==> src/rtl/sa_ctrl_if.sv <==
// sa_ctrl_if: tile-control and skewed-data bundle between a vector source, sa_ctrl and the systolic array
interface sa_ctrl_if #(
  parameter int D_W = 8,
  parameter int SA_R = 16,
  parameter int SA_C = 16,
  parameter int CNT_W = 8
);
  logic start;
  logic [CNT_W-1:0] vec_num;
  logic x_valid;
  logic [SA_R-1:0][D_W-1:0] x;
  logic x_ready;
  logic load_signal;
  logic [SA_R-1:0][D_W-1:0] sa_x;
  logic [SA_C-1:0] col_valid;
  logic busy;
  logic done;
  modport master (output start, vec_num, x_valid, x,
                  input x_ready, load_signal, sa_x, col_valid, busy, done);
  modport slave (input start, vec_num, x_valid, x,
                 output x_ready, load_signal, sa_x, col_valid, busy, done);
endinterface

==> src/rtl/sa_ctrl.sv <==
// sa_ctrl: systolic-array tile sequencer with input skew and per-column valid tags
module sa_ctrl #(
  parameter int D_W = 8,
  parameter int SA_R = 16,
  parameter int SA_C = 16,
  parameter int PE_LAT = 1,
  parameter int CNT_W = 8
) (
  input logic clk,
  input logic rst_n,
  sa_ctrl_if.slave bus
);
  typedef enum logic [2:0] {IDLE, LOAD, STREAM, DRAIN, DONE} state_t;
  localparam int DRN = SA_R + SA_C - 2 + PE_LAT;
  localparam int DCW = DRN > 1 ? $clog2(DRN) : 1;
  state_t state, state_nx;
  logic [CNT_W-1:0] m_q, cnt;
  logic [DCW-1:0] dcnt;
  logic hs;
  logic [SA_R-1:0][D_W-1:0] entry, sx;
  logic [DRN-1:0] tag_q;
  logic [DRN:0] tag;
  assign hs = state == STREAM && bus.x_valid;
  assign entry = hs ? bus.x : '0;
  assign tag = {tag_q, hs};
  assign bus.x_ready = hs;
  assign bus.load_signal = state == LOAD;
  assign bus.busy = state != IDLE;
  assign bus.done = state == DONE;
  assign bus.sa_x = sx;
  always_comb begin
    state_nx = state;
    case (state)
      IDLE: state_nx = bus.start ? LOAD : IDLE;
      LOAD: state_nx = m_q != '0 ? STREAM : DONE;
      STREAM: state_nx = hs && cnt == m_q - CNT_W'(1) ? DRAIN : STREAM;
      DRAIN: state_nx = dcnt == DCW'(DRN - 1) ? DONE : DRAIN;
      DONE: state_nx = IDLE;
      default: state_nx = IDLE;
    endcase
  end
  always_comb begin
    bus.col_valid = '0;
    for (int j = 0; j < SA_C; j++) bus.col_valid[j] = tag[SA_R-1+j+PE_LAT];
  end
  always_ff @(posedge clk) begin
    if (!rst_n) begin
      state <= IDLE;
      m_q <= '0;
      cnt <= '0;
      dcnt <= '0;
      tag_q <= '0;
    end else begin
      state <= state_nx;
      if (state == IDLE && bus.start) m_q <= bus.vec_num;
      cnt <= state == STREAM ? cnt + CNT_W'(hs) : '0;
      dcnt <= state == DRAIN ? dcnt + DCW'(1) : '0;
      tag_q <= tag[DRN-1:0];
    end
  end
  for (genvar i = 0; i < SA_R; i++) begin : g_row
    if (i == 0) begin : g_first
      assign sx[0] = entry[0];
    end else begin : g_dly
      logic [i-1:0][D_W-1:0] sr;
      always_ff @(posedge clk) begin
        if (!rst_n) sr <= '0;
        else begin
          sr[0] <= entry[i];
          for (int k = 1; k < i; k++) sr[k] <= sr[k-1];
        end
      end
      assign sx[i] = sr[i-1];
    end
  end
endmodule

==> src/flat_wrapper.sv <==
// flat-port wrapper written by rule: the top's interface ports become plain ports
module sa_ctrl_flat 
#(
  parameter int D_W = 8,
  parameter int SA_R = 16,
  parameter int SA_C = 16,
  parameter int PE_LAT = 1,
  parameter int CNT_W = 8
)
  (clk, rst_n, bus_start, bus_vec_num, bus_x_valid, bus_x, bus_x_ready, bus_load_signal, bus_sa_x, bus_col_valid, bus_busy, bus_done);
  sa_ctrl_if #(.D_W(D_W), .SA_R(SA_R), .SA_C(SA_C), .CNT_W(CNT_W)) bus_i ();
  input logic clk;
  input logic rst_n;
  input wire logic [$bits(bus_i.start)-1:0] bus_start;
  input wire logic [$bits(bus_i.vec_num)-1:0] bus_vec_num;
  input wire logic [$bits(bus_i.x_valid)-1:0] bus_x_valid;
  input wire logic [$bits(bus_i.x)-1:0] bus_x;
  output wire logic [$bits(bus_i.x_ready)-1:0] bus_x_ready;
  output wire logic [$bits(bus_i.load_signal)-1:0] bus_load_signal;
  output wire logic [$bits(bus_i.sa_x)-1:0] bus_sa_x;
  output wire logic [$bits(bus_i.col_valid)-1:0] bus_col_valid;
  output wire logic [$bits(bus_i.busy)-1:0] bus_busy;
  output wire logic [$bits(bus_i.done)-1:0] bus_done;
  assign bus_i.start = bus_start;
  assign bus_i.vec_num = bus_vec_num;
  assign bus_i.x_valid = bus_x_valid;
  assign bus_i.x = bus_x;
  assign bus_x_ready = bus_i.x_ready;
  assign bus_load_signal = bus_i.load_signal;
  assign bus_sa_x = bus_i.sa_x;
  assign bus_col_valid = bus_i.col_valid;
  assign bus_busy = bus_i.busy;
  assign bus_done = bus_i.done;
  sa_ctrl #(.D_W(D_W), .SA_R(SA_R), .SA_C(SA_C), .PE_LAT(PE_LAT), .CNT_W(CNT_W)) u_core (.clk(clk), .rst_n(rst_n), .bus(bus_i));
endmodule
==> config.mk <==
export PLATFORM = sky130hd
export DESIGN_NAME = sa_ctrl_flat
export DESIGN_NICKNAME = d
export VERILOG_FILES = /design/src/rtl/sa_ctrl_if.sv /design/src/rtl/sa_ctrl.sv /design/src/flat_wrapper.sv
export SDC_FILE = /design/constraint.sdc
export NUM_CORES = 1
export LEC_CHECK = 0
export BUFFER_PORTS_ARGS = -buffer_cell sky130_fd_sc_hd__buf_2
export CAP_MARGIN = 40
export CORE_ASPECT_RATIO = 1.4
export CORE_MARGIN = 8
export CORE_UTILIZATION = 30
export CTS_BUF_LIST = sky130_fd_sc_hd__clkbuf_4 sky130_fd_sc_hd__clkbuf_8 sky130_fd_sc_hd__clkbuf_16
export DETAILED_ROUTE_END_ITERATION = 6
export GPL_TIMING_DRIVEN = 0
export PLACE_DENSITY_LB_ADDON = 0.25
export SLEW_MARGIN = 25
export SYNTH_ARGS = -nofsm -noshare
export SYNTH_HDL_FRONTEND = slang
export SYNTH_SLANG_ARGS = --single-unit
==> constraint.sdc <==
create_clock -name clk -period 2.1 [get_ports clk]
set_input_delay 0.63 -clock clk [delete_from_list [all_inputs] [get_ports clk]]
set_output_delay 0.63 -clock clk [all_outputs]
set_load 0.02 [all_outputs]
==> results of run 1 <==
-- kinds of logic (layout without fill, tap and decap cells) --
logic type      after synthesis  in the layout  synth area share
compound gates               18             18           0.00461
xor+xnor                     18             18           0.00548
fa+ha+maj                     5              5           0.00218
buf+inv                     264            740            0.0516
flops                      1015           1015             0.707
other cells                   0             11                 0
simple gates               1071           1071             0.229
-- metal layers --
metal	up-vias	global-route usage
met3	108	0.0333
met5	-	0
met1	6671	0.113
met2	306	0.155
li1	8031	-
met4	6	0.0408
-- sequential cells by signal, indices dropped and copies added (netlist names) --
signal	cells
u_core.state	3
u_core.bus.sa_x	112
u_core.m_q	8
u_core.g_row.g_dly.sr	848
u_core.dcnt	5
u_core.tag_q	31
u_core.cnt	8
-- power breakdown --
group / internal [mW] / switching, mW
clock: 10.8 / 7.30
sequential: 19.3 / 0.0338
combinational: 0.318 / 0.503
total: 30.4 / 7.83
-- path summary, 6_finish.rpt --
kind / slack [ps] / startpoint / endpoint
worst min-delay path: 200 / bus_x[123] / u_core.g_row[15].g_dly.sr[3]$_SDFF_PN0_
worst min register to register: 410 / u_core.g_row[14].g_dly.sr[16]$_SDFF_PN0_ / u_core.g_row[14].g_dly.sr[24]$_SDFF_PN0_
worst max register to register: 110 / u_core.state[2]$_SDFF_PN0_ / u_core.cnt[6]$_SDFF_PN0_
worst max-delay path: -280 / u_core.state[2]$_SDFF_PN0_ / bus_sa_x[5]
-- stage by stage --
stage	power [mW]	setup WS (ps)
after global routing	40.0	-365
after detailed placement	20.6	-842
after global placement	20.6	-1110
after CTS	39.0	-376
final	38.3	-278
after floorplan	20.2	49.0
-- what timing repair did --
item	CTS	global route
gates resized for setup	41	24
buffers inserted	5	4
endpoints found under the setup margin	185	17
pin swaps	7	6
cloned	1	0
-- layout make-up --
type | count | share of cell area
Timing Repair Buffer | 296 | 0.0447
Antenna cell | 11 | 0.000777
Clock buffer | 135 | 0.0815
Buffer | 257 | 0.0417
Multi-Input combinational cell | 1112 | 0.198
Inverter | 6 | 0.000636
Tap cell | 1224 | 0.0432
Clock inverter | 46 | 0.0153
Sequential cell | 1015 | 0.574
-- cell usage in the layout (no fill, tap or decap), types with 14 or more instances in the layout --
cell,instances
and2_1,872
clkinv_2,23
clkbuf_16,102
clkbuf_1,120
dfxtp_1,1012
buf_2,276
nand2_1,23
buf_4,139
nor2_1,17
clkbuf_4,19
and3_1,121
clkbuf_8,14
-- worst max-delay path: stages, from the launching register on --
cell and delay, ps:
dfxtp_4 340, and4bb_4 390, buf_8 130, and2_4 130
buf_6 110
==> flow_metrics.tcl, run 1 <==
set metrics [dict create \
    status "finished, violations left" \
    violations "negative setup slack" \
    fin_cells 4102 \
    min_period_over_period 1.13 \
    highest_layer "met5" \
    ys_async_sr_fraction 0 \
    finalSetupTns_ps -2450 \
    cts_root_buf "clkbuf_16" \
    synth.distinct_cells 33 \
    die_w_um 278 \
    slew_headroom 0.474 \
    clock_latency_ps 660 \
    hp-class "input pin to flip-flop" \
    min_path_cells 2 \
    utilization 0.372 \
    hpwl_um 35000 \
    globalplace.congestion 0.714 \
    fp.dieArea_um2 106000 \
    gr-total-overflow 0 \
    coreArea_um2 95200 \
    clk_pin_slew_worst_paths_ps 70 \
    setup_viol 12 \
    r2r_cells 10 \
    synth.most_common_cell "dfxtp_1" \
    fp-row-count 134 \
    max_cap_violations 0 \
    worst_slew_pin_slew_ps 788 \
    antenna_found_initial 14 \
    rsz0062_at_grt "yes" \
    worstSetupStartpointType "flip-flop" \
    synth_edf_count 0 \
    required_ps 1470 \
    track_usage 0.0950 \
    ios 288 \
    antenna_left 0 \
    worst_slack_ps -278 \
    final-hold-violation-count 0 \
    drc 0 \
    total_leakage_power_nw 15.9 \
    die_y_um 382 \
    slew_violations 0 \
    areaGrowthSynthToFinish_pct 23.2 \
    drive_gt1_frac 0.222 \
    hold_buffers 0 \
    grt_start_max_net_pins 16 \
    synth_top_cell_area_share 0.707 \
    viasPerCell 3.69 \
    synthTopCellsByArea "dfxtp_1 (71%), and2_1 (19%), buf_4 (3.3%)" \
    vias 15100 \
    cts_buffer_depth 3 \
    met2_length_um 23300 \
    powerDensity_nw_per_um2 1080 \
    cts_buffers 98 \
    ys_seq_area_frac 0.707 \
    arrival_ps 1750 \
    avgSynthCellArea_um2 12.0 \
    seqCellArea_um2 20300 \
    routed_wl_um 50700 \
    met1Wirelength_um 22500 \
    dp_cells 3901 \
    worstSetupPathType "flip-flop to output port" \
    cts_tree "built" \
    finalClockSkew_ps 32.3 \
    nets 2931 \
    grt_pass1_wl_um 79700 \
    ys.flop_type "dfxtp_1" \
    synth_cells 2391 \
    synth_nets 2536 \
    fillers 9336 \
    worstSetupEndpointType "output port" \
    fmax_mhz 420 \
    fin_crit_ps 2380 \
    htree_levels 3 \
    yosysWarnings 0 \
    cp_max_fo 5 \
    synthTopCellsByCount "dfxtp_1 (1015), and2_1 (881), buf_4 (128)" \
    hold_ws_ps 198 \
    ir_worst_vdd_v 0.000591 \
    final_cell_area_um2 35400 \
    start_util 0.302 \
    avgRoutedWirePerCell_um 12.4 \
    cts_sinks 1015 \
    synth.largest_area_cell "dfxtp_1" \
    placed_cell_area_um2 31700 \
    multi_input_area_um2 7030 \
    wl_met3_um 3310 \
    ys_seq_elements 1015 \
    port_buffers 286 \
    syn-cell-area_um2 28800 \
    first_pass_iters 4 \
    drt_iter0_drc 390 \
    grt_pass1_vias 14700 \
]
(Power assumes the default switching activity.)
==> inputs of run 2 (changes only) <==
- clock period: 2.1 -> 1.92 ns (I/O delays scaled with it)
==> flow_metrics.tcl, run 2 (synthesized netlist as in run 1, its figures left out) <==
set metrics [dict create \
    placed_cell_area_um2 31700 \
    total_leakage_power_nw 15.8 \
    globalplace.congestion 0.729 \
    clk_pin_slew_worst_paths_ps 70 \
    die_w_um 278 \
    worstSetupEndpointType "output port" \
    finalClockSkew_ps 21.5 \
    worstSetupPathType "flip-flop to output port" \
    max_cap_violations 0 \
    r2r_slack_ps -90 \
    cp.buffers_inverters 2 \
    grt_start_max_net_pins 16 \
    worstSetupStartpointType "flip-flop" \
    first_pass_iters 4 \
    worst_slew_pin_slew_ps 796 \
    fin_cells 4095 \
    power_mw 41.5 \
    grt_pass1_wl_um 81100 \
    hp-class "input pin to flip-flop" \
    ios 288 \
    clock_latency_ps 670 \
    setup_viol 63 \
    areaGrowthSynthToFinish_pct 23.2 \
    antenna_found_initial 20 \
    multi_input_area_um2 7060 \
    antenna_left 0 \
    slowest_stage "and4bb_4" \
    rsz0062_at_grt "yes" \
    violations "negative setup slack" \
    final_cell_mix "dfxtp_1 (1005), and2_1 (872), buf_2 (270)" \
    grt_busiest_layer "met2" \
    cts_buffers 96 \
    die_y_um 382 \
    hold_ws_ps 135 \
    grt_pass1_vias 15100 \
    final_common_cell "dfxtp_1" \
    final-hold-violation-count 0 \
    vias 15200 \
    fp-row-count 134 \
    cpPeakStageDelay_ps 380 \
    hpwl_um 34900 \
    required_ps 1340 \
    status "finished, violations left" \
    worst_slack_ps -413 \
    top_register "u_core.g_row.g_dly.sr" \
    cp_max_fo 5 \
    min_period_over_period 1.22 \
    dp_cells 3902 \
    final_cell_area_um2 35400 \
    cts_buffer_depth 3 \
    viasPerCell 3.71 \
    routed_wl_um 50700 \
    arrival_ps 1760 \
    crit_chain "and4bb_4 -> buf_8 -> and2_4 -> buf_6" \
    powerDensity_nw_per_um2 1170 \
    crit_family "simple AND/OR/NAND/NOR gates" \
    largest_register_ffs 848 \
    nets 2932 \
    avgRoutedWirePerCell_um 12.4 \
    track_usage 0.0962 \
    drive_gt1_frac 0.223 \
    port_buffers 286 \
    start_util 0.302 \
    cts_root_buf "clkbuf_16" \
    met1_usage 0.111 \
    fmax_mhz 429 \
    fillers 9332 \
    slew_violations 0 \
    fp.dieArea_um2 106000 \
    coreArea_um2 95200 \
    grt_use_met2 0.156 \
    drt_iter0_drc 435 \
    fin_crit_ps 2330 \
    cts_tree "built" \
    htree_levels 3 \
    gr-total-overflow 0 \
    grt_util_met3 0.0342 \
    finalSetupTns_ps -6400 \
    seqCellArea_um2 20300 \
    slew_headroom 0.470 \
    ir_worst_vdd_v 0.000744 \
    cts_sinks 1015 \
    drc 0 \
]
==> run 2: final timing paths <==
path | start | to | depth (start not counted)
worst min register to register | u_core.g_row[14].g_dly.sr[73]$_SDFF_PN0_ | u_core.g_row[14].g_dly.sr[81]$_SDFF_PN0_ | 1
worst min-delay path | bus_x[20] | u_core.g_row[2].g_dly.sr[4]$_SDFF_PN0_ | 2
worst max register to register | u_core.state[2]$_SDFF_PN0_ | u_core.g_row[14].g_dly.sr[7]$_SDFF_PN0_ | 4
worst max-delay path | u_core.state[2]$_SDFF_PN0_ | bus_sa_x[4] | 4
==> run 2: worst register-to-register path, stage by stage (launching register included) <==
cell      delay (ps)
dfxtp_4          340
and4bb_4         390
buf_2            500
clkbuf_1         440
and3_1           270
==> run 2: per-layer routing <==
metal | vias to the layer above | share of wire | wire length [um]
met2 | 302 | 0.46 | 23200
met4 | 8 | 0.035 | 1760
met1 | 6753 | 0.43 | 21900
met5 | - | 0.00099 | 50
met3 | 109 | 0.074 | 3780
li1 | 8034 | - | -
==> run 2: where the power goes <==
group	switching, mW	leakage [nW]	total [mW]	internal [mW]
Combinational	0.542	5.98	0.895	0.353
Sequential	0.0374	8.18	21.2	21.2
Clock	7.97	1.65	19.4	11.4
==> run 2: area by class of cell <==
type / count / share of cell area
diodes: 10 / 0.000707
plain buffers: 256 / 0.0415
clock buffers: 131 / 0.0786
clock inverters: 41 / 0.0148
inverters: 6 / 0.000636
multi-input cells: 1112 / 0.199
flip-flops and latches: 1015 / 0.574
well taps: 1224 / 0.0433
repair buffers: 300 / 0.0468
==> run 2: stage by stage <==
stage | setup slack [ps] | util
global placement | -960 | 0.333
global route | -494 | 0.372
finish | -413 | 0.372
floorplan | 24.5 | -
CTS | -531 | 0.370
detailed placement | -928 | 0.333
==> run 2: what timing repair did <==
item / CTS / global route
setup endpoints to repair: 328 / 134
pin swaps: 11 / 7
buffers inserted: 7 / 7
hold buffers: 0 / 0
gates cloned: 1 / 0
resized for setup: 65 / 18
endpoints found under the hold margin: 0 / 0
